--- src/rtl/fifo_pkg.sv ---
// Shared constants for the FIFO family: count width helper and error-flag bit positions.
package fifo_pkg;

  localparam int ERR_OVF = 0;
  localparam int ERR_UDF = 1;
  localparam int ERR_W   = 2;

  // Occupancy needs one extra bit so that a completely full FIFO is representable.
  function automatic int count_width(input int addr_width);
    return addr_width + 1;
  endfunction

endpackage

--- src/rtl/fifo_level_ctrl.sv ---
// FIFO control path: pointers, occupancy count, accept logic, level flags and sticky errors.
module fifo_level_ctrl
  import fifo_pkg::*;
#(
  parameter int ADDR_WIDTH = 4,
  parameter int AF_LEVEL   = 2**ADDR_WIDTH - 2,
  parameter int AE_LEVEL   = 2
) (
  input  logic                               clk,
  input  logic                               rst,
  input  logic                               wr,
  input  logic                               rd,
  input  logic                               flush,
  input  logic                               clr_err,
  output logic                               wr_acc,
  output logic                               rd_acc,
  output logic [ADDR_WIDTH-1:0]              w_ptr,
  output logic [ADDR_WIDTH-1:0]              r_ptr,
  output logic [count_width(ADDR_WIDTH)-1:0] count,
  output logic                               empty,
  output logic                               full,
  output logic                               almost_empty,
  output logic                               almost_full,
  output logic                               overflow,
  output logic                               underflow
);

  localparam int CW = count_width(ADDR_WIDTH);
  localparam logic [CW-1:0] DEPTH_C = CW'(2**ADDR_WIDTH);
  localparam logic [CW-1:0] AF_C    = CW'(AF_LEVEL);
  localparam logic [CW-1:0] AE_C    = CW'(AE_LEVEL);

  logic [ADDR_WIDTH-1:0] w_ptr_q, w_ptr_d, r_ptr_q, r_ptr_d;
  logic [CW-1:0]         count_q, count_d;
  logic                  empty_q, empty_d, full_q, full_d;
  logic                  ae_q, ae_d, af_q, af_d;
  logic [ERR_W-1:0]      err_q, err_d, err_set;

  // i_wr/i_rd are requests; a word moves only in a cycle where its accept is high.
  // A rejected request leaves pointers, count and data untouched; only the sticky
  // error flags record it. Flush overrides both requests and raises no error.
  always_comb begin
    wr_acc  = ~flush & wr & (~full_q | rd);
    rd_acc  = ~flush & rd & ~empty_q;
    w_ptr_d = w_ptr_q + ADDR_WIDTH'(wr_acc);
    r_ptr_d = r_ptr_q + ADDR_WIDTH'(rd_acc);
    count_d = count_q;
    case ({wr_acc, rd_acc})
      2'b10:   count_d = count_q + CW'(1);
      2'b01:   count_d = count_q - CW'(1);
      default: count_d = count_q;
    endcase
    if (flush) begin
      w_ptr_d = '0;
      r_ptr_d = '0;
      count_d = '0;
    end

    err_set          = '0;
    err_set[ERR_OVF] = ~flush & wr & full_q & ~rd;
    err_set[ERR_UDF] = ~flush & rd & empty_q;
    err_d            = (err_q & ~{ERR_W{clr_err}}) | err_set;

    // Flags follow the next count so they move on the same edge as o_count.
    empty_d = (count_d == '0);
    full_d  = (count_d == DEPTH_C);
    ae_d    = (count_d <= AE_C);
    af_d    = (count_d >= AF_C);
  end

  always_ff @(posedge clk or posedge rst) begin
    if (rst) begin
      w_ptr_q <= '0;
      r_ptr_q <= '0;
      count_q <= '0;
      empty_q <= 1'b1;
      full_q  <= 1'b0;
      ae_q    <= 1'b1;
      af_q    <= 1'b0;
      err_q   <= '0;
    end else begin
      w_ptr_q <= w_ptr_d;
      r_ptr_q <= r_ptr_d;
      count_q <= count_d;
      empty_q <= empty_d;
      full_q  <= full_d;
      ae_q    <= ae_d;
      af_q    <= af_d;
      err_q   <= err_d;
    end
  end

  assign w_ptr        = w_ptr_q;
  assign r_ptr        = r_ptr_q;
  assign count        = count_q;
  assign empty        = empty_q;
  assign full         = full_q;
  assign almost_empty = ae_q;
  assign almost_full  = af_q;
  assign overflow     = err_q[ERR_OVF];
  assign underflow    = err_q[ERR_UDF];

endmodule

--- src/rtl/fifo_level.sv ---
// Level-reporting FIFO: storage array plus FWFT or registered read path around fifo_level_ctrl.
module fifo_level
  import fifo_pkg::*;
#(
  parameter int DATA_WIDTH = 8,
  parameter int ADDR_WIDTH = 4,
  parameter bit FWFT       = 1'b1,
  parameter int AF_LEVEL   = 2**ADDR_WIDTH - 2,
  parameter int AE_LEVEL   = 2
) (
  input  logic                               i_clk,
  input  logic                               i_reset,
  input  logic                               i_wr,
  input  logic [DATA_WIDTH-1:0]              i_w_data,
  input  logic                               i_rd,
  input  logic                               i_flush,
  input  logic                               i_clr_err,
  output logic [DATA_WIDTH-1:0]              o_r_data,
  output logic                               o_empty,
  output logic                               o_full,
  output logic                               o_almost_empty,
  output logic                               o_almost_full,
  output logic [count_width(ADDR_WIDTH)-1:0] o_count,
  output logic                               o_overflow,
  output logic                               o_underflow
);

  localparam int DEPTH = 2**ADDR_WIDTH;

  if (AF_LEVEL > DEPTH) begin : g_bad_af
    $error("fifo_level: AF_LEVEL must not exceed the FIFO depth");
  end
  if (AE_LEVEL >= DEPTH) begin : g_bad_ae
    $error("fifo_level: AE_LEVEL must be below the FIFO depth");
  end

  logic                  wr_acc, rd_acc;
  logic [ADDR_WIDTH-1:0] w_ptr, r_ptr;
  logic [DATA_WIDTH-1:0] mem_q [DEPTH];
  logic [DATA_WIDTH-1:0] rdata_q, rdata_d;

  fifo_level_ctrl #(
    .ADDR_WIDTH (ADDR_WIDTH),
    .AF_LEVEL   (AF_LEVEL),
    .AE_LEVEL   (AE_LEVEL)
  ) u_ctrl (
    .clk          (i_clk),
    .rst          (i_reset),
    .wr           (i_wr),
    .rd           (i_rd),
    .flush        (i_flush),
    .clr_err      (i_clr_err),
    .wr_acc       (wr_acc),
    .rd_acc       (rd_acc),
    .w_ptr        (w_ptr),
    .r_ptr        (r_ptr),
    .count        (o_count),
    .empty        (o_empty),
    .full         (o_full),
    .almost_empty (o_almost_empty),
    .almost_full  (o_almost_full),
    .overflow     (o_overflow),
    .underflow    (o_underflow)
  );

  // Storage is deliberately left unreset so it maps onto distributed RAM.
  always_ff @(posedge i_clk) begin
    if (wr_acc) mem_q[w_ptr] <= i_w_data;
  end

  always_comb begin
    rdata_d = rdata_q;
    if (rd_acc) rdata_d = mem_q[r_ptr];
  end

  always_ff @(posedge i_clk or posedge i_reset) begin
    if (i_reset) rdata_q <= '0;
    else         rdata_q <= rdata_d;
  end

  if (FWFT) begin : g_fwft
    assign o_r_data = mem_q[r_ptr];
  end else begin : g_reg
    assign o_r_data = rdata_q;
  end

endmodule

--- config.mk ---
export PLATFORM = sky130hd
export DESIGN_NAME = fifo_level
export DESIGN_NICKNAME = d
export VERILOG_FILES = /design/src/rtl/fifo_pkg.sv /design/src/rtl/fifo_level_ctrl.sv /design/src/rtl/fifo_level.sv
export SDC_FILE = /design/constraint.sdc
export NUM_CORES = 1
export LEC_CHECK = 0
export ABC_CLOCK_PERIOD_IN_PS = 4800
export BUFFER_PORTS_ARGS = -buffer_cell sky130_fd_sc_hd__buf_4
export CAP_MARGIN = 10
export CORE_ASPECT_RATIO = 1.2
export CORE_MARGIN = 4
export CORE_UTILIZATION = 50
export DETAILED_ROUTE_END_ITERATION = 12
export PLACE_DENSITY = 0.78
export SYNTH_ARGS = -nofsm -noshare
export SYNTH_HDL_FRONTEND = slang
export SYNTH_HIERARCHICAL = 1
export SYNTH_SLANG_ARGS = --single-unit
export TNS_END_PERCENT = 10
--- constraint.sdc ---
create_clock -name i_clk -period 4.8 [get_ports i_clk]
set_input_delay 0 -clock i_clk [delete_from_list [all_inputs] [get_ports i_clk]]
set_output_delay 0 -clock i_clk [all_outputs]
set_load 0.1 [all_outputs]
After elaboration in Yosys (flattened, before gate mapping)
Memory sizes are Yosys's and may differ from the RTL's.
Cells that the tools add are included.
{"block": "word_totals", "latchBits": 0, "output_inout_bits": 19, "n_memories": 1, "elab_cells": 40, "romBits": 0, "input_bits": 14, "mem_bits_rw": 128, "regBits": 19}
{"memory": "mem_q", "words": 16, "width": 8, "read_ports": 1, "rd_clocked_by_memory_dff": 0, "wr": 1, "line_no": "fifo_level.sv:39", "text": "logic [DATA_WIDTH-1:0] mem_q [DEPTH];"}
{"block": "op_classes", "n_mux": 6, "order_cmp": 2, "eq_ne": 3, "mul": 0, "shift": 0, "reduce_logical": 1, "add_sub_neg": 4, "bitwise": 15, "div_mod_pow": 0}
{"cell": "5-bit case mux with 2 select lines", "n": 1}
{"cell": "4-bit by 1-bit adder with 4-bit output", "n": 2}
{"cell": "4-bit 2-to-1 mux", "n": 2}
{"cell": "1-bit bitwise AND", "n": 7}
{"cell": "5-bit by 1-bit adder with 5-bit output (second input constant)", "n": 1}
{"cell": "5-bit == test (second input constant)", "n": 1}
{"cell": "5-bit by 4-bit >= comparator with 1-bit output (second input constant)", "n": 1}
{"cell": "5-bit by 2-bit <= comparator with 1-bit output (second input constant)", "n": 1}
{"cell": "5-bit zero test", "n": 1}
{"cell": "5-bit 2-to-1 mux", "n": 1}
{"cell": "5-bit by 1-bit subtractor with 5-bit output (second input constant)", "n": 1}
{"cell": "1-bit NOT", "n": 4}
{"cell": "2-bit bitwise AND", "n": 1}
{"cell": "2-bit by 1-bit == test with 1-bit output (second input constant)", "n": 1}
{"cell": "2-bit == test (second input constant)", "n": 1}
{"cell": "1-bit 2-to-1 mux", "n": 2}
{"cell": "2-bit NOT", "n": 1}
{"cell": "2-bit OR", "n": 1}
{"cell": "1-bit OR", "n": 1}

Depth between registers and ports, before layout
{"block": "logic_depth", "ltp_word": 7, "mapped_depth": 11, "ltp_nobuf": 10}

Modules after synthesis
Netlist, hierarchy kept.
{"mod": "fifo_level", "area_per_inst_um2": 4987.3, "n_inst": 1, "seq_area_each_um2": 3843.7, "cells_each": 221}
{"mod": "fifo_level_ctrl", "area_per_inst_um2": 1048.5, "n_inst": 1, "seq_area_each_um2": 478.0, "cells_each": 100}

Worst setup path before layout
OpenSTA, ideal clock, no wires.
{"block": "synth_path", "path_kind": "register to register", "startpoint": "reg u_ctrl.full_q, in the netlist u_ctrl/full", "endpoint": "reg u_ctrl.ae_q, in the netlist u_ctrl/almost_empty", "path_buffers": 1, "synth_period_minus_slack_ns": 3.048, "required_ns": 4.695, "arrival_time_ns": 2.942, "setup_time_ns": 0.105, "path_stages_with_launch": 12, "path_slack_ns": 1.752, "cell_sequence": "dfrtp_1 nand2b_1 and3_1 inv_1 ha_1 buf_2 xor2_1 ha_1 nor3b_1 or4_4 o211a_2 o41ai_1"}
{"block": "synth_via", "elab_chain_cells": 7, "word_cells_on_any_way": 8, "cone_classes": "1 x order compare; 2 x eq/ne; 2 x mux; 3 x bitwise"}
{"item": "start: declaration", "line_no": "fifo_level_ctrl.sv:35", "text": "logic empty_q, empty_d, full_q, full_d;"}
{"item": "start signal: assignment", "line_no": "fifo_level_ctrl.sv:86", "text": "full_q <= full_d;"}
{"item": "1-bit NOT *", "line_no": "fifo_level_ctrl.sv:43", "text": "wr_acc = ~flush & wr & (~full_q | rd);"}
{"item": "1-bit OR *", "line_no": "fifo_level_ctrl.sv:43"}
{"item": "1-bit bitwise AND *", "line_no": "fifo_level_ctrl.sv:43"}
{"item": "named net wr_acc", "line_no": "fifo_level.sv:37", "text": "logic wr_acc, rd_acc;"}
{"item": "2-bit by 1-bit == test with 1-bit output or 2-bit == test (tied branches)", "line_no": "fifo_level_ctrl.sv:48", "text": "case ({wr_acc, rd_acc})"}
{"item": "5-bit case mux with 2 select lines *", "line_no": "fifo_level_ctrl.sv:48"}
{"item": "5-bit 2-to-1 mux *", "line_no": "fifo_level_ctrl.sv:53", "text": "if (flush) begin"}
{"item": "5-bit by 2-bit <= comparator with 1-bit output *", "line_no": "fifo_level_ctrl.sv:67", "text": "ae_d = (count_d <= AE_C);"}
{"item": "named net u_ctrl.ae_d", "line_no": "fifo_level_ctrl.sv:36", "text": "logic ae_q, ae_d, af_q, af_d;"}
{"item": "end signal: assignment", "line_no": "fifo_level_ctrl.sv:78", "text": "ae_q <= 1'b1;"}
{"item": "end signal: assignment", "line_no": "fifo_level_ctrl.sv:87", "text": "ae_q <= ae_d;"}
{"item": "end: declaration", "line_no": "fifo_level_ctrl.sv:36"}
Mark *: on every way through the listed nets, which the timed path passes. The rest lies on a longest branch.

Worst setup path in the final report
{"block": "layout_path", "startpoint": "in i_flush", "endpoint": "reg u_ctrl.empty_q, in the netlist u_ctrl/empty"}
{"block": "layout_via", "elab_chain_cells": 7, "word_cells_on_any_way": 10, "cone_classes": "2 x eq/ne; 2 x mux; 5 x bitwise; 1 x reduce/logical"}
{"item": "start: declaration", "line_no": "fifo_level.sv:16", "text": "input logic i_flush,"}
{"item": "1-bit NOT *", "line_no": "fifo_level_ctrl.sv:43"}
{"item": "1-bit bitwise AND * (2 in a row)", "line_no": "fifo_level_ctrl.sv:43"}
{"item": "named net wr_acc", "line_no": "fifo_level.sv:37"}
{"item": "2-bit by 1-bit == test with 1-bit output or 2-bit == test (tied branches)", "line_no": "fifo_level_ctrl.sv:48"}
{"item": "5-bit case mux with 2 select lines *", "line_no": "fifo_level_ctrl.sv:48"}
{"item": "5-bit 2-to-1 mux *", "line_no": "fifo_level_ctrl.sv:53"}
{"item": "5-bit zero test *", "line_no": "fifo_level_ctrl.sv:65", "text": "empty_d = (count_d == '0);"}
{"item": "named net u_ctrl.empty_d", "line_no": "fifo_level_ctrl.sv:35"}
{"item": "end signal: assignment", "line_no": "fifo_level_ctrl.sv:85", "text": "empty_q <= empty_d;"}
{"item": "end: declaration", "line_no": "fifo_level_ctrl.sv:35"}
Marked as above.

==> impl_metrics.py <==
metrics = {
    "logic_synthesis": {
        "synth_compound_area_share_pct": 4.42,
        "yosys.area.top_type_share_pct": 63.7,
        "synth_edf_count": 128,
        "ys_seq_area_share_pct": 71.6,
        "synth_area_leaders": "edfxtp_1, dfrtp_1, mux4_2",
        "synth.distinct_cells": 43,
        "synthCells": 321,
        "synth_fa_ha_area_share_pct": 1.45,
        "async_flop_share_pct": 12.9,
        "synthMuxAreaShare_pct": 13.1,
        "synth_xor_xnor_area_share_pct": 1.02,
        "ys_warn_count": 6,
        "synth_seq_cells": 147,
        "yosys.area_share.simple_pct": 6.09,
        "syn-cell-area_mm2": 0.00604,
        "yosysTopAreaCell": "edfxtp_1",
        "synth_nets": 342,
        "ys.flop_type": "edfxtp_1",
        "synth_top_family_by_area": "multiplexers",
        "syn_area_per_cell_um2": 18.8,
    },
    "clock_tree": {
        "cts_tree": "done",
        "cts.htree.levels": 4,
        "cts_setup_buffers": 0,
        "clkSinkCount": 147,
        "clock_latency_ns": 0.41,
        "path_clk_slew_ns": 0.06,
        "clk_path_buf_depth": 2,
        "cts_inserted_buffers": 17,
        "clockRootBuffer": "clkbuf_16",
    },
    "floorplanning": {
        "num_rows": 43,
        "start_util_pct": 51.7,
        "core_mm2": 0.0117,
        "die_area_mm2": 0.0139,
        "dieWidth_um": 108,
        "die_h_um": 128,
        "io_pins": 33,
    },
    "critical_path": {
        "path_depth": 12,
        "setup.worst_path.class": "primary input to flop",
        "worstPathMaxFanout": 12,
        "required_ns": 5.10,
        "cp_top_family": "buffers and inverters",
        "path_buf_inv": 4,
        "path_cells": "dlygate4sd3_1 -> buf_4 -> inv_1 -> and3_1 -> inv_1 -> ha_1 -> xor2_1 -> ha_1 -> nor3b_1 -> or4_4 -> o211a_2 -> o41ai_1",
        "reg2reg_setup_slack_ns": 2.00,
        "cp-end-kind": "flop",
        "reg2reg_to": "u_ctrl/empty$_DFF_PP1_",
        "rr_worst_depth": 10,
        "crit_path_top_delay_cell": "dlygate4sd3_1",
        "arrival_ns": 3.17,
        "slowest_delay_ns": 0.53,
        "start_kind": "primary input",
        "r2r_start": "u_ctrl/full$_DFF_PP0_",
    },
    "final_layout": {
        "regArea_mm2": 0.00432,
        "layout-drive-gt1-share_pct": 23.7,
        "n_antenna_cell": 0,
        "fin_cells": 546,
        "synthToLayoutAreaGrowth_pct": 18.7,
        "num-fill-cells": 800,
        "multi_input_area_mm2": 0.00158,
        "nets": 397,
    },
    "worst_hold_path": {
        "worstHoldPathType": "primary input to async pin",
    },
    "drt": {
        "firstDrtPassIters": 5,
        "drc": 0,
        "vias_per_cell": 5.77,
        "routed_wirelength_um": 11900,
        "wl_per_cell_um": 21.8,
        "ant_nets": 0,
        "drt_iter0_drc": 298,
        "vias": 3150,
    },
    "sta": {
        "finClkSkew_ns": 0.00993,
        "tightest_slew_ns": 1.09,
        "setup_violations": 0,
        "finalCriticalPeriod_ns": 2.87,
        "hold_viol": 0,
        "maxSlewHeadroom_pct": 27.2,
        "finalSetupTns_ns": 0,
        "rsz0062_at_grt": "no",
        "fmax_mhz": 348,
        "min_period_over_period_pct": 59.8,
        "maxSlewViolCount": 0,
    },
    "global_route": {
        "grt_antenna_before_repair": 0,
        "grt_pass1_vias": 3334,
        "grt_overflow": 0,
        "grt.total_usage_pct": 18.6,
        "grt_max_degree": 34,
        "grt_first_pass_wirelength_um": 18600,
    },
    "power_and_ir_drop": {
        "power_mw": 3.08,
        "ir_drop_v": 0.000251,
        "switchingPower_uw": 675,
        "pwr-share-clk_pct": 45.8,
        "powerDensity_mw_per_mm2": 429,
        "seq_power_share_pct": 46.5,
        "switching_share_pct": 21.9,
        "p_leak_nw": 2.50,
        "power.internal_mw": 2.40,
        "combPwrFrac_pct": 7.7,
    },
    "status": {
        "status": "completed",
    },
    "place": {
        "dpl.hpwl_um": 7500,
        "port_buffers": 32,
        "gp_congestion": 0.807,
        "dp.cells": 500,
    },
    "run": {
        "maxCapViolations": 0,
    },
}
==> layer usage <==
layer	GRT usage (%)	wire, um	vias to the layer above
met2	31.9	6320	137
li1	-	-	1412
met4	7.58	276	0
met5	0	0	-
met3	5.02	638	19
met1	22.4	4680	1582
==> kinds of logic after synthesis <==
kind of cell	count (synthesis)
adder cells (fa/ha/maj)	7
multiplexers	34
AND/OR/NAND/NOR	71
XOR/XNOR	7
buffers and inverters	21
AO/OA/AOI/OAI	34
flip-flops	147
==> worst max path at each step <==
stage                                         start                             to  slack [ns]
after floorplan               u_ctrl/full$_DFF_PP0_  u_ctrl/almost_empty$_DFF_PP1_        1.75
after global placement        u_ctrl/full$_DFF_PP0_         u_ctrl/empty$_DFF_PP1_        2.19
after detailed placement      u_ctrl/full$_DFF_PP0_         u_ctrl/empty$_DFF_PP1_        2.06
after CTS                 u_ctrl/r_ptr[0]$_DFF_PP0_                    o_r_data[3]        1.95
after global routing                        i_flush         u_ctrl/empty$_DFF_PP1_        1.80
final                                       i_flush         u_ctrl/empty$_DFF_PP1_        1.93
==> Yosys cell counts (3+ instances only) <==
cell               n
o41ai_1            3
nor2b_1            5
mux4_1            14
inv_1              7
xnor2_1            3
nand3b_1           3
a22oi_1           16
mux4_2            18
dfrtp_1           17
a21oi_1            3
nor2_1            22
edfxtp_1         128
and2_1             4
xor2_1             4
buf_6              4
nor3b_1            4
nand2_1           12
nand3_1            5
buf_2              5
ha_1               7
nand2b_1           4
nor3_1             5
clkdlybuf4s25_2    3
==> cell usage in the layout (no fill, tap or decap), types with 5 or more instances in the layout <==
| master | instances |
|---|---|
| bufinv_16 | 5 |
| buf_4 | 36 |
| nand2_1 | 12 |
| nand3_1 | 5 |
| dfrtp_1 | 16 |
| clkbuf_16 | 17 |
| mux4_1 | 14 |
| dlygate4sd3_1 | 13 |
| nor3_1 | 5 |
| mux4_2 | 18 |
| nor2_1 | 22 |
| edfxtp_1 | 128 |
| nor2b_1 | 5 |
| ha_1 | 7 |
| a22oi_1 | 16 |
| inv_1 | 7 |
==> state kept, by name, indices dropped and copies added, names as in the netlist <==
| name | flops |
|---|---|
| u_ctrl/r_ptr | 4 |
| u_ctrl/almost_full | 1 |
| u_ctrl/count | 5 |
| u_ctrl/empty | 1 |
| u_ctrl/w_ptr | 4 |
| u_ctrl/err_q | 2 |
| mem_q | 128 |
| u_ctrl/full | 1 |
| u_ctrl/almost_empty | 1 |
==> cell type report <==
type | instances | share of cell area [%]
inverters | 7 | 0.367
flip-flops and latches | 147 | 60.3
clock buffers | 18 | 5.99
multi-input cells | 153 | 22.0
well taps | 157 | 2.74
clock inverters | 14 | 2.93
repair buffers | 50 | 5.66
==> power by group through the flow <==
stage                     clock network [mW]  registers, mW  logic, mW
after floorplan                            0           1.49      0.129
after global placement                     0           1.46      0.220
after detailed placement                   0           1.46      0.226
after CTS                               1.43           1.43      0.235
after global routing                    1.49           1.43      0.248
final                                   1.41           1.43      0.235
==> metrics by stage <==
stage               hold slack [ns]  worst slack (ns)  instance area (um^2)  utilization (%)
global route                  0.343              1.80                  7170             61.4
detailed placement            0.173              2.06                  6390             54.8
floorplan                   -0.0504              1.75                  6040                -
global placement              0.152              2.19                  6390             54.8
CTS                           0.286              1.95                  7160             61.3
finish                        0.278              1.93                  7170             61.4
==> worst register-to-register path, stage by stage, from the launching register on <==
cell and delay [ns]:
dfrtp_1 0.38, nand2b_1 0.09, and3_1 0.28, inv_1 0.10
ha_1 0.30, xor2_1 0.21, ha_1 0.22, nor3b_1 0.16
or4_4 0.43, o211a_2 0.15, o41ai_1 0.35
==> timing repair <==
action,in CTS,in global routing
endpoints found under the setup margin,0,0
resized for setup,0,0
endpoints found under the hold margin,157,0
hold buffers,13,0
Note: power is estimated with default switching activity, not from simulation.
